## src/rtl/ppu_status_reg.sv

```systemverilog
// ppu_status_reg
//   Parametrised PPU status register. It holds NFLAGS sticky status flags, each
//   with its own set and clear events. Selected flags clear when the CPU reads
//   the register. It also produces the NMI level and the NMI edge pulse from
//   the VBLANK flag (the MSB flag) and the PPUCTRL NMI enable.
//
// Ports
//   Clk           system clock
//   Reset         asynchronous, active-high reset
//   Load          parallel load of flags from Data_In[WIDTH-1 -: NFLAGS]
//   Data_In       load data
//   Set           per-flag set strobe
//   Clr           per-flag clear strobe
//   Read          CPU read strobe, one cycle per access
//   OpenBus       stale PPU bus value returned in the unused low bits
//   NMI_En        PPUCTRL NMI enable
//   Flags         live flag state
//   Data_Out      captured read data, held until the next Read
//   Rd_Valid      Data_Out valid strobe
//   Toggle_Reset  one-cycle pulse that clears the PPU w latch
//   NMI_n         registered active-low NMI level
//   NMI_Pulse     one-cycle pulse on each NMI assertion
module ppu_status_reg #(
  parameter int                WIDTH     = 8,
  parameter int                NFLAGS    = 3,
  parameter logic [NFLAGS-1:0] RCLR_MASK = 3'b100
) (
  input  logic                    Clk,
  input  logic                    Reset,
  input  logic                    Load,
  input  logic [WIDTH-1:0]        Data_In,
  input  logic [NFLAGS-1:0]       Set,
  input  logic [NFLAGS-1:0]       Clr,
  input  logic                    Read,
  input  logic [WIDTH-NFLAGS-1:0] OpenBus,
  input  logic                    NMI_En,
  output logic [NFLAGS-1:0]       Flags,
  output logic [WIDTH-1:0]        Data_Out,
  output logic                    Rd_Valid,
  output logic                    Toggle_Reset,
  output logic                    NMI_n,
  output logic                    NMI_Pulse
);

  logic [NFLAGS-1:0] flags_reg;
  logic [NFLAGS-1:0] flags_next;
  logic [WIDTH-1:0]  data_out_reg;
  logic              rd_valid_reg;
  logic              toggle_reset_reg;
  logic              nmi_n_reg;
  logic              nmi_pulse_reg;
  logic              nmi_lvl;
  logic              nmi_lvl_q;

  // Per-flag next state. A read on a read-clear flag outranks its set strobe,
  // so a set landing in the same cycle as the read is lost (the VBLANK race
  // that suppresses NMI for that frame).
  genvar gi;
  generate
    for (gi = 0; gi < NFLAGS; gi++) begin : g_flag
      always_comb begin
        flags_next[gi] = flags_reg[gi];
        if (Load)
          flags_next[gi] = Data_In[WIDTH-NFLAGS+gi];
        else if (Clr[gi])
          flags_next[gi] = 1'b0;
        else if (Read && RCLR_MASK[gi])
          flags_next[gi] = 1'b0;
        else if (Set[gi])
          flags_next[gi] = 1'b1;
      end
    end
  endgenerate

  // NMI level comes from the registered VBLANK flag, so it trails the flag by
  // one cycle on NMI_n and NMI_Pulse.
  assign nmi_lvl = flags_reg[NFLAGS-1] & NMI_En;

  always_ff @(posedge Clk or posedge Reset) begin
    if (Reset) begin
      flags_reg        <= '0;
      data_out_reg     <= '0;
      rd_valid_reg     <= 1'b0;
      toggle_reset_reg <= 1'b0;
      nmi_n_reg        <= 1'b1;
      nmi_pulse_reg    <= 1'b0;
      nmi_lvl_q        <= 1'b0;
    end else begin
      flags_reg        <= flags_next;
      rd_valid_reg     <= Read;
      toggle_reset_reg <= Read;
      // Capture the flags as they were before this cycle's update.
      if (Read)
        data_out_reg <= {flags_reg, OpenBus};
      nmi_n_reg        <= ~nmi_lvl;
      nmi_lvl_q        <= nmi_lvl;
      nmi_pulse_reg    <= nmi_lvl & ~nmi_lvl_q;
    end
  end

  assign Flags        = flags_reg;
  assign Data_Out     = data_out_reg;
  assign Rd_Valid     = rd_valid_reg;
  assign Toggle_Reset = toggle_reset_reg;
  assign NMI_n        = nmi_n_reg;
  assign NMI_Pulse    = nmi_pulse_reg;

endmodule

```

## config.mk

```make
export PLATFORM = sky130hd
export DESIGN_NAME = ppu_status_reg
export DESIGN_NICKNAME = d
export VERILOG_FILES = /design/src/rtl/ppu_status_reg.sv
export SDC_FILE = /design/constraint.sdc
export NUM_CORES = 1
export LEC_CHECK = 0
export CORE_MARGIN = 2
export CORE_UTILIZATION = 33
export DETAILED_ROUTE_END_ITERATION = 7
export PLACE_DENSITY = 0.86
export REMOVE_ABC_BUFFERS = 1
export SYNTH_ARGS = -nofsm -noshare
export SYNTH_HDL_FRONTEND = slang
export SYNTH_SLANG_ARGS = --single-unit
```

## constraint.sdc

```tcl
create_clock -name Clk -period 1 [get_ports Clk]
set_input_delay 0.1 -clock Clk [delete_from_list [all_inputs] [get_ports Clk]]
set_output_delay 0.1 -clock Clk [all_outputs]
set_load 0.01 [all_outputs]
```

[Word-level counts from Yosys, hierarchy flattened]
Index checks and enable logic that the tools add are counted.
Word-level totals
  flip-flop bits (word level): 15
  bits in latches: 0
  memory bits (writable): 0
  bits in read-only memories: 0
  input bits: 24
  output and inout bits: 15
  word-level logic and storage cells: 25
  memories: 0
Operators by class
  add/sub/neg operators: 0
  multipliers: 0
  divide/modulo/power cells: 0
  magnitude comparators: 0
  eq/ne operators: 0
  shift-type cells: 0
  muxes and demuxes: 10
  bitwise operators: 4
  reduce and logical (&&, ||, !) cells: 3
Operators with widths (number)
  two-way mux 1 bit: 10
  nonzero test 3 bit: 2
  nonzero test 4 bit: 1
  AND 1 bit: 2
  inverter 1 bit: 2

[Depth between registers and ports, before layout]
  depth after elaboration: 4
  depth in mapped cells: 2
  depth with buffers taken out: 2

[Worst setup path after synthesis]
OpenSTA, ideal clock, no wires.
  path kind: reg2reg
  from: reg flags_reg[2] (netlist: Flags[2])
  to: reg data_out_reg[7] (netlist: Data_Out[7])
  library setup time: 0.125 ns
  data arrival time: 0.671 ns
  required time: 0.875 ns
  setup slack: 0.204 ns
  cell stages (with the launch flop): 2
  buffers on the path: 0
  period minus slack after synthesis: 0.796 ns
  path through: dfrtp_1 > mux2_2
RTL lines
  from (decl): line 45  | logic [NFLAGS-1:0] flags_reg;
  from (signal assigned): line 89  | flags_reg <= flags_next;
  to (signal assigned): line 94  | data_out_reg <= {flags_reg, OpenBus};
  to (decl): line 47  | logic [WIDTH-1:0] data_out_reg;
No word-level cell between the ends.

[Worst setup path in the final report]
  from: reg nmi_n_reg (netlist: NMI_n)
  to: out NMI_n
RTL lines
  from (decl): line 50  | logic nmi_n_reg;
  from (signal assigned): line 95  | nmi_n_reg <= ~nmi_lvl;
  to (decl): line 41  | output logic NMI_n,
No word-level cell between the ends.

==> impl_metrics.json <==
{
  "clk_pin_slew_ps": 80,
  "post-place-cells": 92,
  "timing.final.hold_violations": 0,
  "design_area_sq_um": 901,
  "boundaryPins": 39,
  "cp_data_arrival_time_ps": 900,
  "first_global_vias": 430,
  "synth_warnings": 0,
  "path_delay_family": "flip-flops",
  "finalWorstPathRequiredPeriod_ps": 998,
  "synth_mux_area_share_pct": 16.3,
  "crit_path_max_fanout": 1,
  "synth-edff-count": 0,
  "yosysSeqAreaShare_pct": 67.9,
  "regToRegStartpoint": "Flags[2]$_DFFE_PP0P_",
  "gr-usage-all-layers_pct": 12.5,
  "post_route_drc_violation_count": 0,
  "tightest_slew_ps": 222,
  "synth_top_area_share_pct": 63.2,
  "critPathLaunchType": "flop",
  "clock.fmax_ghz": 1.00,
  "floorplan.initialDensity_pct": 36.0,
  "wl_per_cell_um": 11.1,
  "antenna_cells": 0,
  "cap_violations": 0,
  "grt_first_pass_wirelength_mm": 1.70,
  "critical_path.max_stage_delay_ps": 530,
  "clock_path_buffers": 2,
  "clock_tree_root_buffer_cell": "clkbuf_4",
  "synthArstFlopShare_pct": 100,
  "timing.critical_path.buf_inv": 1,
  "clock-sinks": 15,
  "place_area_sq_um": 938,
  "cts_inserted_buffers": 3,
  "reg2reg_to": "Data_Out[7]$_DFFE_PP0P_",
  "area_of_the_mapped_netlist_sq_um": 554,
  "fin_crit_sh_pct": 99.8,
  "grt_max_degree": 9,
  "placeableCoreArea_sq_mm": 0.00154,
  "final_nets": 105,
  "cts.repair_timing.setup_buffer_count": 0,
  "drive_above_1_share_pct": 42.5,
  "synth_seq_cells": 15,
  "grt_remaining_overflow": 0,
  "drt-pass1-iter-count": 2,
  "latest_clock_arrival_within_the_worst_skew_pair_ps": 270,
  "drt-initial-drc-count": 1,
  "post_synth_num_cell_types": 10,
  "total_wirelength_of_the_detailed_routed_design_mm": 1.07,
  "synth_cells": 38,
  "run_status": "finished, final reports clean",
  "tritoncts": "yes",
  "area_growth_syn_to_layout_pct": 62.5,
  "largest_voltage_drop_on_the_vdd_net_mv": 0.738,
  "timing.max_slew.rel_slack_pct": 85.0,
  "die_h_um": 45.0,
  "syn_area_per_cell_sq_um": 14.6,
  "pwr_density_cell_mw_per_mm2": 1420,
  "worst-r2r-setup-slack_ps": 120,
  "synth_xor_xnor_area_share_pct": 0,
  "path_class": "reg2out",
  "crit_path_end_kind": "output port",
  "top_cells_by_instance_count_after_synthesis": "dfrtp_1 (14), mux2_2 (8), nand2_1 (4), nor2_1 (4)",
  "port_buffers": 33,
  "timing.final.setup_violations": 0,
  "final_max_slew_viol_count": 0,
  "antenna_found_initial": 0,
  "std_cell_rows": 14,
  "path_cells": "buf_6",
  "unrepaired_setup_endpoints_after_global_routing": "yes",
  "yosys.cell_count.top_type": "dfrtp_1",
  "synthSimpleGateAreaFrac_pct": 5.42,
  "synth_top_family_by_area": "multiplexers",
  "synth_area_leaders": "dfrtp_1 (63%), mux2_2 (16%), dfstp_2 (4.7%)",
  "area_leader_netlist": "dfrtp_1",
  "synthFlopType": "dfrtp_1",
  "worst-path-stages": 1,
  "vias_per_cell": 4.50,
  "die_area_sq_mm": 0.00202,
  "vias": 432,
  "worst_ep_required_time_ps": 900,
  "place.detailed.hpwl_um": 889,
  "synth_compound_area_share_pct": 5.64,
  "total_power_mw": 1.28,
  "synth_adder_area_share_pct": 0,
  "stdcell_count": 96,
  "leakage_power_nw": 0.441,
  "worst_path_max_delay_cell": "dfstp_2",
  "hold_path.class": "in2async",
  "htreeDepth": 1,
  "ant_nets": 0,
  "clk_skew_ps": 0.317,
  "chipWidth_um": 45.0,
  "gpl.final_weighted_congestion": 0.607,
  "reg2reg_depth": 2
}
[flip-flops by register name, indices dropped and copies added (netlist names)]
name / count
Flags: 3
NMI_n: 1
Toggle_Reset: 1
nmi_lvl_q: 1
NMI_Pulse: 1
Data_Out: 8
[how the worst max path moves through the flow]
stage                         start                      end  slack, ps
6_report            NMI_n$_DFF_PP1_                    NMI_n          2
5_1_grt             NMI_n$_DFF_PP1_                    NMI_n        -20
4_1_cts             NMI_n$_DFF_PP1_                    NMI_n        -10
3_5_place_dp                   Read  Data_Out[3]$_DFFE_PP0P_       -180
3_3_place_gp                   Read  Data_Out[5]$_DFFE_PP0P_       -180
2_1_floorplan  Flags[2]$_DFFE_PP0P_  Data_Out[7]$_DFFE_PP0P_        200
[routing by layer]
layer	up-vias	global-route usage [%]	wire, um
met5	-	0	0
li1	213	-	-
met1	190	14.4	436
met4	0	10.6	14
met3	2	4.00	131
met2	27	18.6	487
[through the flow]
step	utilization, %	hold WS, ps	setup WS [ps]	setup TNS, ps
after floorplan	-	0.764	204	0
after global placement	60.9	384	-183	-1630
after detailed placement	60.9	386	-184	-1650
after CTS	60.6	101	-9.59	-9.59
after global routing	58.4	131	-21.3	-21.3
final	58.4	103	2.04	0
[worst reg2reg max path: stages, from the launching register on]
cell     delay (ps)
dfrtp_1         380
buf_4           140
mux2_2          250
[power breakdown]
group          leakage, nW  switching (mW)  internal (mW)
clock               0.0150           0.178          0.155
combinational        0.244           0.101          0.161
sequential           0.182          0.0226          0.660
total                0.441           0.302          0.976
[what timing repair did]
item / in CTS / in global routing
hold buffers: 0 / 0
cloned: 0 / 0
pin swaps: 0 / 0
gates resized for setup: 49 / 6
setup endpoints to repair: 15 / 7
[placed cells by master, fill, tap and decap left out, drive strengths merged]
cell type and count:
clkdlybuf4s50 18, buf 17, dfrtp 14, mux2 8, clkbuf 8, nand2 4
nor2 4, inv 2, o31ai 2, dfstp 1, o41ai 1, clkdlybuf4s15 1
[area by class of cell]
cell class                 instances  area [sq um]
fill                             138           641
tap                               16          20.0
sequential                        15           377
clock buffer                       4          26.3
timing repair buffer              40           319
multi-input combinational         19           151
inverter                           2          7.51
[cells by family (layout without fill, tap and decap cells)]
| group | count (synthesis) | after routing |
|---|---|---|
| flops | 15 | 15 |
| mux | 8 | 8 |
| simple gates | 8 | 8 |
| buf+inv | 4 | 46 |
| compound gates | 3 | 3 |
(Power assumes the default switching activity.)
